File: config.mk
export PLATFORM = sky130hd
export DESIGN_NAME = softmax_host_ctrl_flat
export DESIGN_NICKNAME = d
export VERILOG_FILES = /design/src/rtl/softmax_host_if.sv /design/src/rtl/softmax_host_ctrl.sv /design/src/flat_wrapper.sv
export SDC_FILE = /design/constraint.sdc
export NUM_CORES = 1
export LEC_CHECK = 0
export CAP_MARGIN = 25
export CORE_MARGIN = 1
export CORE_UTILIZATION = 35
export CTS_CLUSTER_SIZE = 40
export DETAILED_ROUTE_END_ITERATION = 10
export GPL_ROUTABILITY_DRIVEN = 0
export PLACE_DENSITY = 0.64
export SLEW_MARGIN = 25
export SYNTH_ARGS = -nofsm -noshare
export SYNTH_HDL_FRONTEND = slang
export SYNTH_SLANG_ARGS = --single-unit
File: constraint.sdc
create_clock -name clk -period 7.5 [get_ports clk]
set_input_delay 1.5 -clock clk [delete_from_list [all_inputs] [get_ports clk]]
set_output_delay 1.5 -clock clk [all_outputs]
set_load 0.005 [all_outputs]
File: src/rtl/softmax_host_if.sv
// ---------------------------------------------------------------------------
// softmax_host_if
// Stream bundle between the host and softmax_host_ctrl.
//   s_valid/s_ready/s_data/s_last : frame words going into the core's input buffer
//   m_valid/m_ready/m_data/m_last : result words read back from the output buffer
// Modports:
//   slave  - the controller side (accepts the s_* stream, sources the m_* stream)
//   master - the host side (sources the s_* stream, accepts the m_* stream)
// ---------------------------------------------------------------------------
interface softmax_host_if #(
  parameter int DATA_WIDTH = 32
);
  logic                  s_valid;
  logic                  s_ready;
  logic [DATA_WIDTH-1:0] s_data;
  logic                  s_last;
  logic                  m_valid;
  logic                  m_ready;
  logic [DATA_WIDTH-1:0] m_data;
  logic                  m_last;

  modport slave (
    input  s_valid, s_data, s_last, m_ready,
    output s_ready, m_valid, m_data, m_last
  );

  modport master (
    output s_valid, s_data, s_last, m_ready,
    input  s_ready, m_valid, m_data, m_last
  );
endinterface

File: src/rtl/softmax_host_ctrl.sv
// ---------------------------------------------------------------------------
// softmax_host_ctrl
// Host-side driver for the softmax core. One frame is:
//   IDLE -> LOAD  : stream TOTAL_WORDS words into the input buffer, core held in reset
//        -> WAIT  : core released, COMPUTE_CYCLES clocks of compute
//        -> DRAIN : output buffer read back through a 2-entry FIFO onto the m_* stream
//        -> IDLE  : done pulses for one cycle
// Ports:
//   clk, rst          clock, asynchronous active-high reset
//   start             1-cycle frame start, honoured only in IDLE
//   io (slave)        s_* input stream, m_* output stream (see softmax_host_if)
//   sm_rst            reset to the softmax core (high in IDLE/LOAD)
//   data_in_*         input buffer write port (registered strobes)
//   data_out_*        output buffer read port, data returns 1 clk after the enable
//   busy, done        not-IDLE flag, end-of-frame pulse
//   err_len           only with SOFTMAX_HOST_LEN_CHK_EN: sticky frame length error
// Build option:
//   SOFTMAX_HOST_LEN_CHK_EN - checks s_last against the frame length and adds err_len.
// ---------------------------------------------------------------------------
module softmax_host_ctrl #(
  parameter int TOTAL_WORDS    = 1024,
  parameter int DATA_WIDTH     = 32,
  parameter int ADDR_WIDTH     = 10,
  parameter int COMPUTE_CYCLES = 3200
) (
  input  logic                  clk,
  input  logic                  rst,
  input  logic                  start,
  softmax_host_if.slave         io,
  output logic                  sm_rst,
  output logic                  data_in_enable,
  output logic                  data_in_wr_enable,
  output logic [ADDR_WIDTH-1:0] data_in_address,
  output logic [DATA_WIDTH-1:0] data_in,
  output logic                  data_out_enable,
  output logic [ADDR_WIDTH-1:0] data_out_address,
  input  logic [DATA_WIDTH-1:0] data_out,
  output logic                  busy,
`ifdef SOFTMAX_HOST_LEN_CHK_EN
  output logic                  err_len,
`endif
  output logic                  done
);

  localparam int CW = (COMPUTE_CYCLES > 1) ? $clog2(COMPUTE_CYCLES) : 1;
  localparam logic [ADDR_WIDTH-1:0] LAST_IDX = ADDR_WIDTH'(TOTAL_WORDS - 1);
  localparam logic [ADDR_WIDTH:0]   RD_END   = (ADDR_WIDTH + 1)'(TOTAL_WORDS);

  typedef enum logic [1:0] {
    ST_IDLE,
    ST_LOAD,
    ST_WAIT,
    ST_DRAIN
  } state_t;

  state_t state_reg, state_next;

  logic [ADDR_WIDTH-1:0] wr_ptr_reg;
  logic [ADDR_WIDTH:0]   rd_ptr_reg;     // one extra bit so it can reach TOTAL_WORDS
  logic [ADDR_WIDTH-1:0] out_cnt_reg;
  logic [CW-1:0]         wait_cnt_reg;
  logic                  data_in_enable_reg;
  logic [ADDR_WIDTH-1:0] data_in_address_reg;
  logic [DATA_WIDTH-1:0] data_in_reg;
  logic                  inflight_reg;   // a read was issued last cycle
  logic [1:0]            fifo_cnt_reg;
  logic                  fifo_wr_idx_reg;
  logic                  fifo_rd_idx_reg;
  logic                  done_reg;

  logic                  s_ready_w;
  logic                  s_hs;
  logic                  m_valid_w;
  logic                  m_hs;
  logic                  last_in;
  logic                  last_out;
  logic                  rd_issue;
  logic                  fifo_push;
  logic [2:0]            occ;
  logic                  len_early;
  logic [DATA_WIDTH-1:0] fifo_head;

  assign last_in   = (wr_ptr_reg == LAST_IDX);
  assign last_out  = (out_cnt_reg == LAST_IDX);
  assign s_hs      = s_ready_w && io.s_valid;
  assign m_valid_w = (fifo_cnt_reg != 2'd0);
  assign m_hs      = m_valid_w && io.m_ready;
  assign fifo_push = inflight_reg;

  // Occupancy counts words already buffered plus the one returning from the
  // RAM, minus the word leaving this cycle; subtracting the pop is what lets
  // a continuously-ready sink see one word per clock.
  assign occ = {1'b0, fifo_cnt_reg} + {2'b00, inflight_reg} - {2'b00, m_hs};

`ifdef SOFTMAX_HOST_LEN_CHK_EN
  logic err_len_reg;
  logic len_missing;
  assign len_early   = s_hs && io.s_last && !last_in;
  assign len_missing = s_hs && !io.s_last && last_in;
  assign err_len     = err_len_reg;
`else
  logic unused_s_last;
  assign unused_s_last = io.s_last;
  assign len_early     = 1'b0;
`endif

  // ---------------- state register ----------------
  always_ff @(posedge clk or posedge rst) begin
    if (rst) state_reg <= ST_IDLE;
    else     state_reg <= state_next;
  end

  // ---------------- next state / combinational outputs ----------------
  always_comb begin
    state_next = state_reg;
    s_ready_w  = 1'b0;
    sm_rst     = 1'b1;
    rd_issue   = 1'b0;
    case (state_reg)
      ST_IDLE: begin
        if (start) state_next = ST_LOAD;
      end
      ST_LOAD: begin
        s_ready_w = 1'b1;
        if (s_hs) begin
          if (len_early)    state_next = ST_IDLE;
          else if (last_in) state_next = ST_WAIT;
        end
      end
      ST_WAIT: begin
        sm_rst = 1'b0;
        if (wait_cnt_reg == '0) state_next = ST_DRAIN;
      end
      ST_DRAIN: begin
        sm_rst   = 1'b0;
        rd_issue = (rd_ptr_reg < RD_END) && (occ < 3'd2);
        if (m_hs && last_out) state_next = ST_IDLE;
      end
      default: state_next = ST_IDLE;
    endcase
  end

  // ---------------- datapath ----------------
  always_ff @(posedge clk or posedge rst) begin
    if (rst) begin
      wr_ptr_reg          <= '0;
      rd_ptr_reg          <= '0;
      out_cnt_reg         <= '0;
      wait_cnt_reg        <= '0;
      data_in_enable_reg  <= 1'b0;
      data_in_address_reg <= '0;
      data_in_reg         <= '0;
      inflight_reg        <= 1'b0;
      fifo_cnt_reg        <= 2'd0;
      fifo_wr_idx_reg     <= 1'b0;
      fifo_rd_idx_reg     <= 1'b0;
      done_reg            <= 1'b0;
    end else begin
      data_in_enable_reg <= 1'b0;
      done_reg           <= 1'b0;
      inflight_reg       <= rd_issue;

      if (state_reg == ST_IDLE && start) wr_ptr_reg <= '0;

      if (s_hs) begin
        data_in_enable_reg  <= 1'b1;
        data_in_address_reg <= wr_ptr_reg;
        data_in_reg         <= io.s_data;
        wr_ptr_reg          <= wr_ptr_reg + 1'b1;
      end

      if (state_reg == ST_LOAD && state_next == ST_WAIT)
        wait_cnt_reg <= CW'(COMPUTE_CYCLES - 1);
      else if (state_reg == ST_WAIT && wait_cnt_reg != '0)
        wait_cnt_reg <= wait_cnt_reg - 1'b1;

      if (state_reg == ST_WAIT && state_next == ST_DRAIN) begin
        rd_ptr_reg  <= '0;
        out_cnt_reg <= '0;
      end else begin
        if (rd_issue) rd_ptr_reg  <= rd_ptr_reg + 1'b1;
        if (m_hs)     out_cnt_reg <= out_cnt_reg + 1'b1;
      end

      case ({fifo_push, m_hs})
        2'b10:   fifo_cnt_reg <= fifo_cnt_reg + 1'b1;
        2'b01:   fifo_cnt_reg <= fifo_cnt_reg - 1'b1;
        default: fifo_cnt_reg <= fifo_cnt_reg;
      endcase
      if (fifo_push) fifo_wr_idx_reg <= ~fifo_wr_idx_reg;
      if (m_hs)      fifo_rd_idx_reg <= ~fifo_rd_idx_reg;

      if (m_hs && last_out) done_reg <= 1'b1;
    end
  end

`ifdef SOFTMAX_HOST_LEN_CHK_EN
  always_ff @(posedge clk or posedge rst) begin
    if (rst)                                err_len_reg <= 1'b0;
    else if (len_early || len_missing)      err_len_reg <= 1'b1;
    else if (state_reg == ST_IDLE && start) err_len_reg <= 1'b0;
  end
`endif

  // ---------------- 2-entry output FIFO ----------------
  for (genvar gi = 0; gi < 2; gi++) begin : g_fifo
    logic [DATA_WIDTH-1:0] entry_reg;
    always_ff @(posedge clk or posedge rst) begin
      if (rst)
        entry_reg <= '0;
      else if (fifo_push && fifo_wr_idx_reg == 1'(gi))
        entry_reg <= data_out;
    end
  end

  assign fifo_head = fifo_rd_idx_reg ? g_fifo[1].entry_reg : g_fifo[0].entry_reg;

  // ---------------- output assignments ----------------
  assign io.s_ready        = s_ready_w;
  assign io.m_valid        = m_valid_w;
  assign io.m_data         = fifo_head;
  assign io.m_last         = m_valid_w && last_out;
  assign data_in_enable    = data_in_enable_reg;
  assign data_in_wr_enable = data_in_enable_reg;
  assign data_in_address   = data_in_address_reg;
  assign data_in           = data_in_reg;
  assign data_out_enable   = rd_issue;
  assign data_out_address  = rd_ptr_reg[ADDR_WIDTH-1:0];
  assign busy              = (state_reg != ST_IDLE);
  assign done              = done_reg;

endmodule

File: src/flat_wrapper.sv
// flat-port wrapper written by rule: the top's interface ports become plain ports
module softmax_host_ctrl_flat 
#(
  parameter int TOTAL_WORDS    = 1024,
  parameter int DATA_WIDTH     = 32,
  parameter int ADDR_WIDTH     = 10,
  parameter int COMPUTE_CYCLES = 3200
)
  (clk, rst, start, sm_rst, data_in_enable, data_in_wr_enable, data_in_address, data_in, data_out_enable, data_out_address, data_out, busy, done, io_s_valid, io_s_data, io_s_last, io_m_ready, io_s_ready, io_m_valid, io_m_data, io_m_last);
  softmax_host_if #(.DATA_WIDTH(DATA_WIDTH)) io_i ();
  input  logic clk;
  input  logic rst;
  input  logic start;
  output logic sm_rst;
  output logic data_in_enable;
  output logic data_in_wr_enable;
  output logic [ADDR_WIDTH-1:0] data_in_address;
  output logic [DATA_WIDTH-1:0] data_in;
  output logic data_out_enable;
  output logic [ADDR_WIDTH-1:0] data_out_address;
  input  logic [DATA_WIDTH-1:0] data_out;
  output logic busy;
  output logic done;
  input wire logic [$bits(io_i.s_valid)-1:0] io_s_valid;
  input wire logic [$bits(io_i.s_data)-1:0] io_s_data;
  input wire logic [$bits(io_i.s_last)-1:0] io_s_last;
  input wire logic [$bits(io_i.m_ready)-1:0] io_m_ready;
  output wire logic [$bits(io_i.s_ready)-1:0] io_s_ready;
  output wire logic [$bits(io_i.m_valid)-1:0] io_m_valid;
  output wire logic [$bits(io_i.m_data)-1:0] io_m_data;
  output wire logic [$bits(io_i.m_last)-1:0] io_m_last;
  assign io_i.s_valid = io_s_valid;
  assign io_i.s_data = io_s_data;
  assign io_i.s_last = io_s_last;
  assign io_i.m_ready = io_m_ready;
  assign io_s_ready = io_i.s_ready;
  assign io_m_valid = io_i.m_valid;
  assign io_m_data = io_i.m_data;
  assign io_m_last = io_i.m_last;
  softmax_host_ctrl #(.TOTAL_WORDS(TOTAL_WORDS), .DATA_WIDTH(DATA_WIDTH), .ADDR_WIDTH(ADDR_WIDTH), .COMPUTE_CYCLES(COMPUTE_CYCLES)) u_core (.clk(clk), .rst(rst), .start(start), .io(io_i), .sm_rst(sm_rst), .data_in_enable(data_in_enable), .data_in_wr_enable(data_in_wr_enable), .data_in_address(data_in_address), .data_in(data_in), .data_out_enable(data_out_enable), .data_out_address(data_out_address), .data_out(data_out), .busy(busy), .done(done));
endmodule
==> flow_metrics.py, run 1 <==
metrics = {
    "global_route": {
        "antenna_found_initial": 0,
        "grt_overflow": 0,
        "grt_max_degree": 81,
        "grt_pass1_vias": 4936,
        "grt_usage": 0.155,
        "grt_pass1_wl_um": 25200,
    },
    "floorplanning": {
        "die_area_mm2": 0.0209,
        "io_pins": 163,
        "die_w_um": 145,
        "rows": 51,
        "coreArea_mm2": 0.0197,
        "floorplan.initialDensity": 0.361,
        "die_y_um": 145,
    },
    "worst_setup_path": {
        "cp_common_cell": "clkdlybuf4s50_1",
        "critPathTopFamily": "buffers and inverters",
        "start_kind": "input pin",
        "arrival_ps": 4580,
        "cp_slowest_cell": "clkdlybuf4s50_1",
        "cp.required_ps": 6000,
        "worstSetupEndpointType": "primary output",
        "path_buf_inv": 3,
        "critical-path-max-stage-delay_ps": 610,
        "critPathKind": "input pin to primary output",
        "rrSetupSlack_ps": 4390,
        "path_cells": "clkdlybuf4s50_1 > o21ai_2 > inv_1 > ha_1 > nand2b_1 > fa_1 > nand4b_1 > nor2_1 > clkdlybuf4s50_1",
        "worstPathMaxFanout": 8,
        "r2r_end": "u_core.rd_ptr_reg[4]",
        "worst-r2r-cell-count": 9,
        "r2r_start": "u_core.fifo_cnt_reg[1]",
    },
    "route": {
        "vias": 4997,
        "ant_nets": 0,
        "drc": 0,
        "dr_wl_met2_um": 7010,
        "wl_met1_um": 7030,
        "drt_wl_total_um": 15300,
        "dr.max_layer_used": "met4",
        "via_per_inst": 4.69,
        "routedWlPerCell_um": 14.4,
        "drtIter0Drc": 193,
        "route.met3.wl_um": 1160,
        "firstDrtPassIters": 4,
    },
    "synth": {
        "ys.flop_type": "dfrtp_1",
        "netlist_instances": 641,
        "yosys_warnings": 0,
        "synth_enable_flop_cells": 0,
        "synth_top_area_share": 0.555,
        "synth_common_cells": "dfrtp_1 (158), nand2_1 (153), mux2_2 (95)",
        "yosysUniqueCellTypes": 53,
        "postSynth.asyncResetShare": 1.00,
        "synth.area.top_cells": "dfrtp_1 (56%), mux2_2 (15%), nand2_1 (8.1%)",
        "ys_ff_latch": 158,
        "yosysMostFrequentCell": "dfrtp_1",
        "syn_area_per_cell_um2": 11.1,
        "syn_nets": 718,
        "synth_top_cell_by_area": "dfrtp_1",
        "ys_seq_area_frac": 0.555,
        "syn_area_mm2": 0.00712,
    },
    "finish": {
        "num-fill-cells": 1791,
        "layout-drive-gt1-share": 0.185,
        "diodes": 0,
        "largest_reg_flops": 64,
        "fin_util": 0.482,
        "fin_nets": 864,
        "synthToLayoutAreaGrowth_pct": 33.6,
    },
    "sta": {
        "hold_viol_final": 0,
        "slew_viol_final": 0,
        "slew_headroom": 0.416,
        "worst_slack_ps": 1420,
        "rsz0062_at_grt": "no",
        "setup_viol": 0,
        "finalCritPeriodShare": 0.811,
        "final.setup.tns_ps": 0,
        "min_period_ps": 6080,
        "tightestPinTransition_ps": 872,
        "whs_ps": 471,
        "fmax_ghz": 0.164,
        "skew_ps": 10.2,
    },
    "pwr": {
        "powerDensity_mw_per_mm2": 334,
        "peakVddDrop_mv": 0.150,
        "p_leak_nw": 4.19,
    },
    "clock_tree": {
        "clkTransAtPathRegs_ps": 60,
        "ctsResizeCount": 0,
        "cts-htree-levels": 4,
        "cts-root-buf": "clkbuf_16",
        "clockBufferDepth": 2,
        "clk_latency_ps": 420,
        "cts_tree": "built",
        "cts_hold_buf": 0,
        "cts_made_buffers": 17,
        "cts_sinks": 158,
        "post_cts_buffers": 0,
    },
    "placement": {
        "post-place-ws_ps": 1420,
        "portBuffers": 161,
        "dp_hpwl_um": 10100,
    },
    "flow_run": {
        "maxCapViolCount": 0,
    },
    "outcome": {
        "status": "completed",
    },
    "min_path": {
        "holdPathEnd": "u_core.data_in[26]",
        "hold_depth": 2,
        "min_from": "u_core.data_in[26]",
        "hold_class": "flop to flop",
    },
}
where the power goes:
part / switching, W / total (W) / internal [W]
registers: 0.000151 / 0.00123 / 0.00108
clock network: 0.000398 / 0.000880 / 0.000482
logic: 0.000380 / 0.00107 / 0.000686
stage by stage:
| stage | std cells | cell area [um2] | total power, W |
|---|---|---|---|
| floorplan | 641 | 7120 | 0.00186 |
| global placement | 1033 | 8890 | 0.00231 |
| detailed placement | 1033 | 8890 | 0.00232 |
| CTS | 1065 | 9510 | 0.00323 |
| global route | 1065 | 9510 | 0.00339 |
| finish | 1065 | 9510 | 0.00317 |
area by class of cell:
| type | count | area [um2] | area share |
|---|---|---|---|
| Sequential cell | 158 | 3950 | 0.416 |
| Inverter | 10 | 42.5 | 0.00447 |
| Timing Repair Buffer | 168 | 1670 | 0.175 |
| Multi-Input combinational cell | 432 | 2900 | 0.305 |
| Clock buffer | 17 | 425 | 0.0447 |
| Clock inverter | 15 | 188 | 0.0197 |
| Tap cell | 265 | 332 | 0.0349 |
how the worst max path moves through the flow:
stage / slack [ps] / start / cells past startpoint / to
final: 1420 / io_m_ready / 9 / data_out_enable
after global placement: 1460 / io_m_ready / 9 / data_out_enable
after CTS: 1420 / io_m_ready / 9 / data_out_enable
after global routing: 1240 / io_m_ready / 9 / data_out_enable
after detailed placement: 1420 / io_m_ready / 9 / data_out_enable
after floorplan: 1740 / rst / 1 / u_core.data_in[0]
routing by layer:
metal,up-vias,GRT usage
li1,2449,-
met1,2409,0.203
met2,134,0.243
met3,5,0.0596
met4,0,0.0305
met5,-,0
cell families after synthesis:
group,Yosys count,synth area share
flops,158,0.555
mux,106,0.166
xor+xnor,26,0.0320
compound gates,30,0.0258
buf+inv,51,0.0367
fa+ha+maj,7,0.0134
simple gates,263,0.171
worst min-delay path: stages (launching register included):
cell and delay (ps):
dfrtp_1 340, nand2_1 50, nand2_1 50
layout by cell type, fill, tap and decap left out, drive strengths merged, types with 2 or more instances in the layout:
master and n:
clkdlybuf4s50 161, dfrtp 158, nand2 154, mux2 96
nor2 38, xnor2 18, inv 18, clkbuf 17
nand3 13, o21ai 13, mux2i 10, nor3 10
xor2 8, a21oi 8, nand4 7, buf 7
ha 6, nor4 6, clkinv 6, nand2b 5
and2 3, or2 3, or3 3, nor2b 3
or4 3, and4 3, nand3b 3, o31ai 2
a31oi 2, nor4bb 2, and3 2, nor4b 2
Note: power is estimated with default switching activity, not from simulation.
==> run 2: changes to the inputs <==
==> constraint.sdc (replaced) <==
create_clock -name clk -period 5.7 [get_ports clk]
set_input_delay 1.14 -clock clk [delete_from_list [all_inputs] [get_ports clk]]
set_output_delay 1.14 -clock clk [all_outputs]
set_load 0.005 [all_outputs]
==> run 2 against run 1 <==
Effect of this change:
- critical endpoint unchanged
- non-clock buffer count rose by 2
- hold slack improved by 3.3 ps
- critical path type unchanged
- largest power group unchanged
- sequential share of layout area rose by 0.066 points
- die area did not move
- global-route usage rose by 0.33 points
- power rose by 31%
- final area fell by 0.16%
==> flow_metrics.py, run 2 (same netlist as run 1, synthesis figures left out) <==
metrics = {
    "route": {
        "drc": 0,
        "drt_wl_total_um": 15500,
        "firstDrtPassIters": 4,
        "ant_nets": 0,
        "vias": 4995,
        "drtIter0Drc": 207,
        "via_per_inst": 4.68,
        "routedWlPerCell_um": 14.6,
    },
    "pwr": {
        "p_leak_nw": 4.18,
        "powerDensity_mw_per_mm2": 438,
        "peakVddDrop_mv": 0.204,
    },
    "finish": {
        "num-fill-cells": 1790,
        "fin_nets": 866,
        "mostFrequentLayoutCell": "clkdlybuf4s50_1",
        "layout-drive-gt1-share": 0.187,
        "seqCellArea_mm2": 0.00395,
        "largest_reg_flops": 64,
        "synthToLayoutAreaGrowth_pct": 33.4,
        "diodes": 0,
        "final_cell_mix": "clkdlybuf4s50_1 (161), dfrtp_1 (158), nand2_1 (153)",
        "fin_util": 0.482,
        "multi_input_area_mm2": 0.00290,
    },
    "sta": {
        "rsz0062_at_grt": "no",
        "fmax_ghz": 0.192,
        "worst_slack_ps": 496,
        "min_period_ps": 5200,
        "final.setup.tns_ps": 0,
        "tightestPinTransition_ps": 889,
        "slew_headroom": 0.405,
        "skew_ps": 12.4,
        "hold_viol_final": 0,
        "slew_viol_final": 0,
        "finalCritPeriodShare": 0.913,
        "setup_viol": 0,
    },
    "global_route": {
        "antenna_found_initial": 0,
        "grt_pass1_vias": 5163,
        "grt_pass1_wl_um": 25700,
        "grt_overflow": 0,
        "grt_max_degree": 99,
        "grt_usage": 0.158,
    },
    "placement": {
        "dp_hpwl_um": 10300,
        "portBuffers": 161,
        "post-place-ws_ps": 477,
    },
    "clock_tree": {
        "cts_hold_buf": 0,
        "ctsResizeCount": 0,
        "clk_latency_ps": 420,
        "cts-htree-levels": 4,
        "clkTransAtPathRegs_ps": 70,
        "cts-root-buf": "clkbuf_16",
        "cts_tree": "built",
        "cts_made_buffers": 17,
        "cts_sinks": 158,
        "clockBufferDepth": 2,
        "post_cts_buffers": 0,
    },
    "worst_setup_path": {
        "cp.required_ps": 4560,
        "path_cells": "clkdlybuf4s50_1 > o21ai_2 > inv_1 > ha_1 > nand2b_1 > fa_1 > xor2_1 > nor2_1 > clkdlybuf4s50_1",
        "worstPathMaxFanout": 8,
        "critPathKind": "input pin to primary output",
        "start_kind": "input pin",
        "cp_common_cell": "clkdlybuf4s50_1",
        "cp_slowest_cell": "clkdlybuf4s50_1",
        "critical-path-max-stage-delay_ps": 590,
        "worstSetupEndpointType": "primary output",
        "arrival_ps": 4060,
    },
    "floorplanning": {
        "coreArea_mm2": 0.0197,
        "die_y_um": 145,
        "io_pins": 163,
        "die_area_mm2": 0.0209,
        "floorplan.initialDensity": 0.361,
        "die_w_um": 145,
        "rows": 51,
    },
    "min_path": {
        "hold_class": "flop to flop",
    },
    "outcome": {
        "status": "completed",
    },
    "flow_run": {
        "maxCapViolCount": 0,
    },
}
==> run 2: changes by cell type in the layout (fill, tap and decap cells not counted) <==
cell        delta
clkinv_8       -3
clkinv_2       +1
clkinv_4       -1
clkinvlp_4     +2
clkbuf_8       +1
buf_6          -1
inv_6          +1
buf_4          +3
inv_8          -1
==> run 2: final timing paths <==
check,slack (ps),from,cells past startpoint,endpoint
max,500,io_m_ready,9,data_out_enable
min,470,u_core.fifo_rd_idx_reg,1,u_core.fifo_rd_idx_reg
max reg2reg,2680,u_core.fifo_cnt_reg[1],10,u_core.rd_ptr_reg[7]
min reg2reg,470,u_core.fifo_rd_idx_reg,1,u_core.fifo_rd_idx_reg
max in group asynchronous,3420,rst,3,u_core.wait_cnt_reg[0]
min in group asynchronous,1300,rst,2,u_core.g_fifo[1].entry_reg[29]
==> run 2: per-layer routing <==
| metal | global-route usage | vias to the layer above | share of wire | wire, um |
|---|---|---|---|---|
| met5 | 0 | - | 0 | 0 |
| met4 | 0.0416 | 0 | 0.0075 | 116 |
| met3 | 0.0606 | 10 | 0.075 | 1160 |
| met2 | 0.253 | 127 | 0.46 | 7070 |
| met1 | 0.200 | 2412 | 0.46 | 7190 |
| li1 | - | 2446 | - | - |
==> run 2: final cells by class <==
| type | instances | area share |
|---|---|---|
| clock inverter | 14 | 0.0155 |
| multi-input combinational | 432 | 0.306 |
| sequential | 158 | 0.416 |
| clock buffer | 18 | 0.0462 |
| inverter | 10 | 0.00448 |
| tap | 265 | 0.0349 |
| timing repair buffer | 170 | 0.177 |
==> run 2: metrics by stage <==
stage / area, um2 / power [W] / instances / hold WS, ps
2_1_floorplan: 7120 / 0.00244 / 641 / 452
3_3_place_gp: 8910 / 0.00305 / 1035 / 457
3_5_place_dp: 8910 / 0.00307 / 1035 / 461
4_1_cts: 9500 / 0.00423 / 1067 / 480
5_1_grt: 9500 / 0.00443 / 1067 / 501
6_report: 9500 / 0.00416 / 1067 / 474
==> run 2: worst max-delay path: cells and delay by family <==
kind	cells	cell delay, ps
buffers and inverters	3	1250
xor gates and xnor gates	1	230
and+or+nand+nor	2	480
AOI/OAI and AO/OA	1	160
adders and majority gates	2	800
==> run 2: report_power, final <==
group,total (W),leakage (nW),internal [W],switching (W)
combinational,0.00144,1.92,0.000913,0.000526
sequential,0.00160,1.98,0.00142,0.000177
clock,0.00113,0.286,0.000631,0.000496
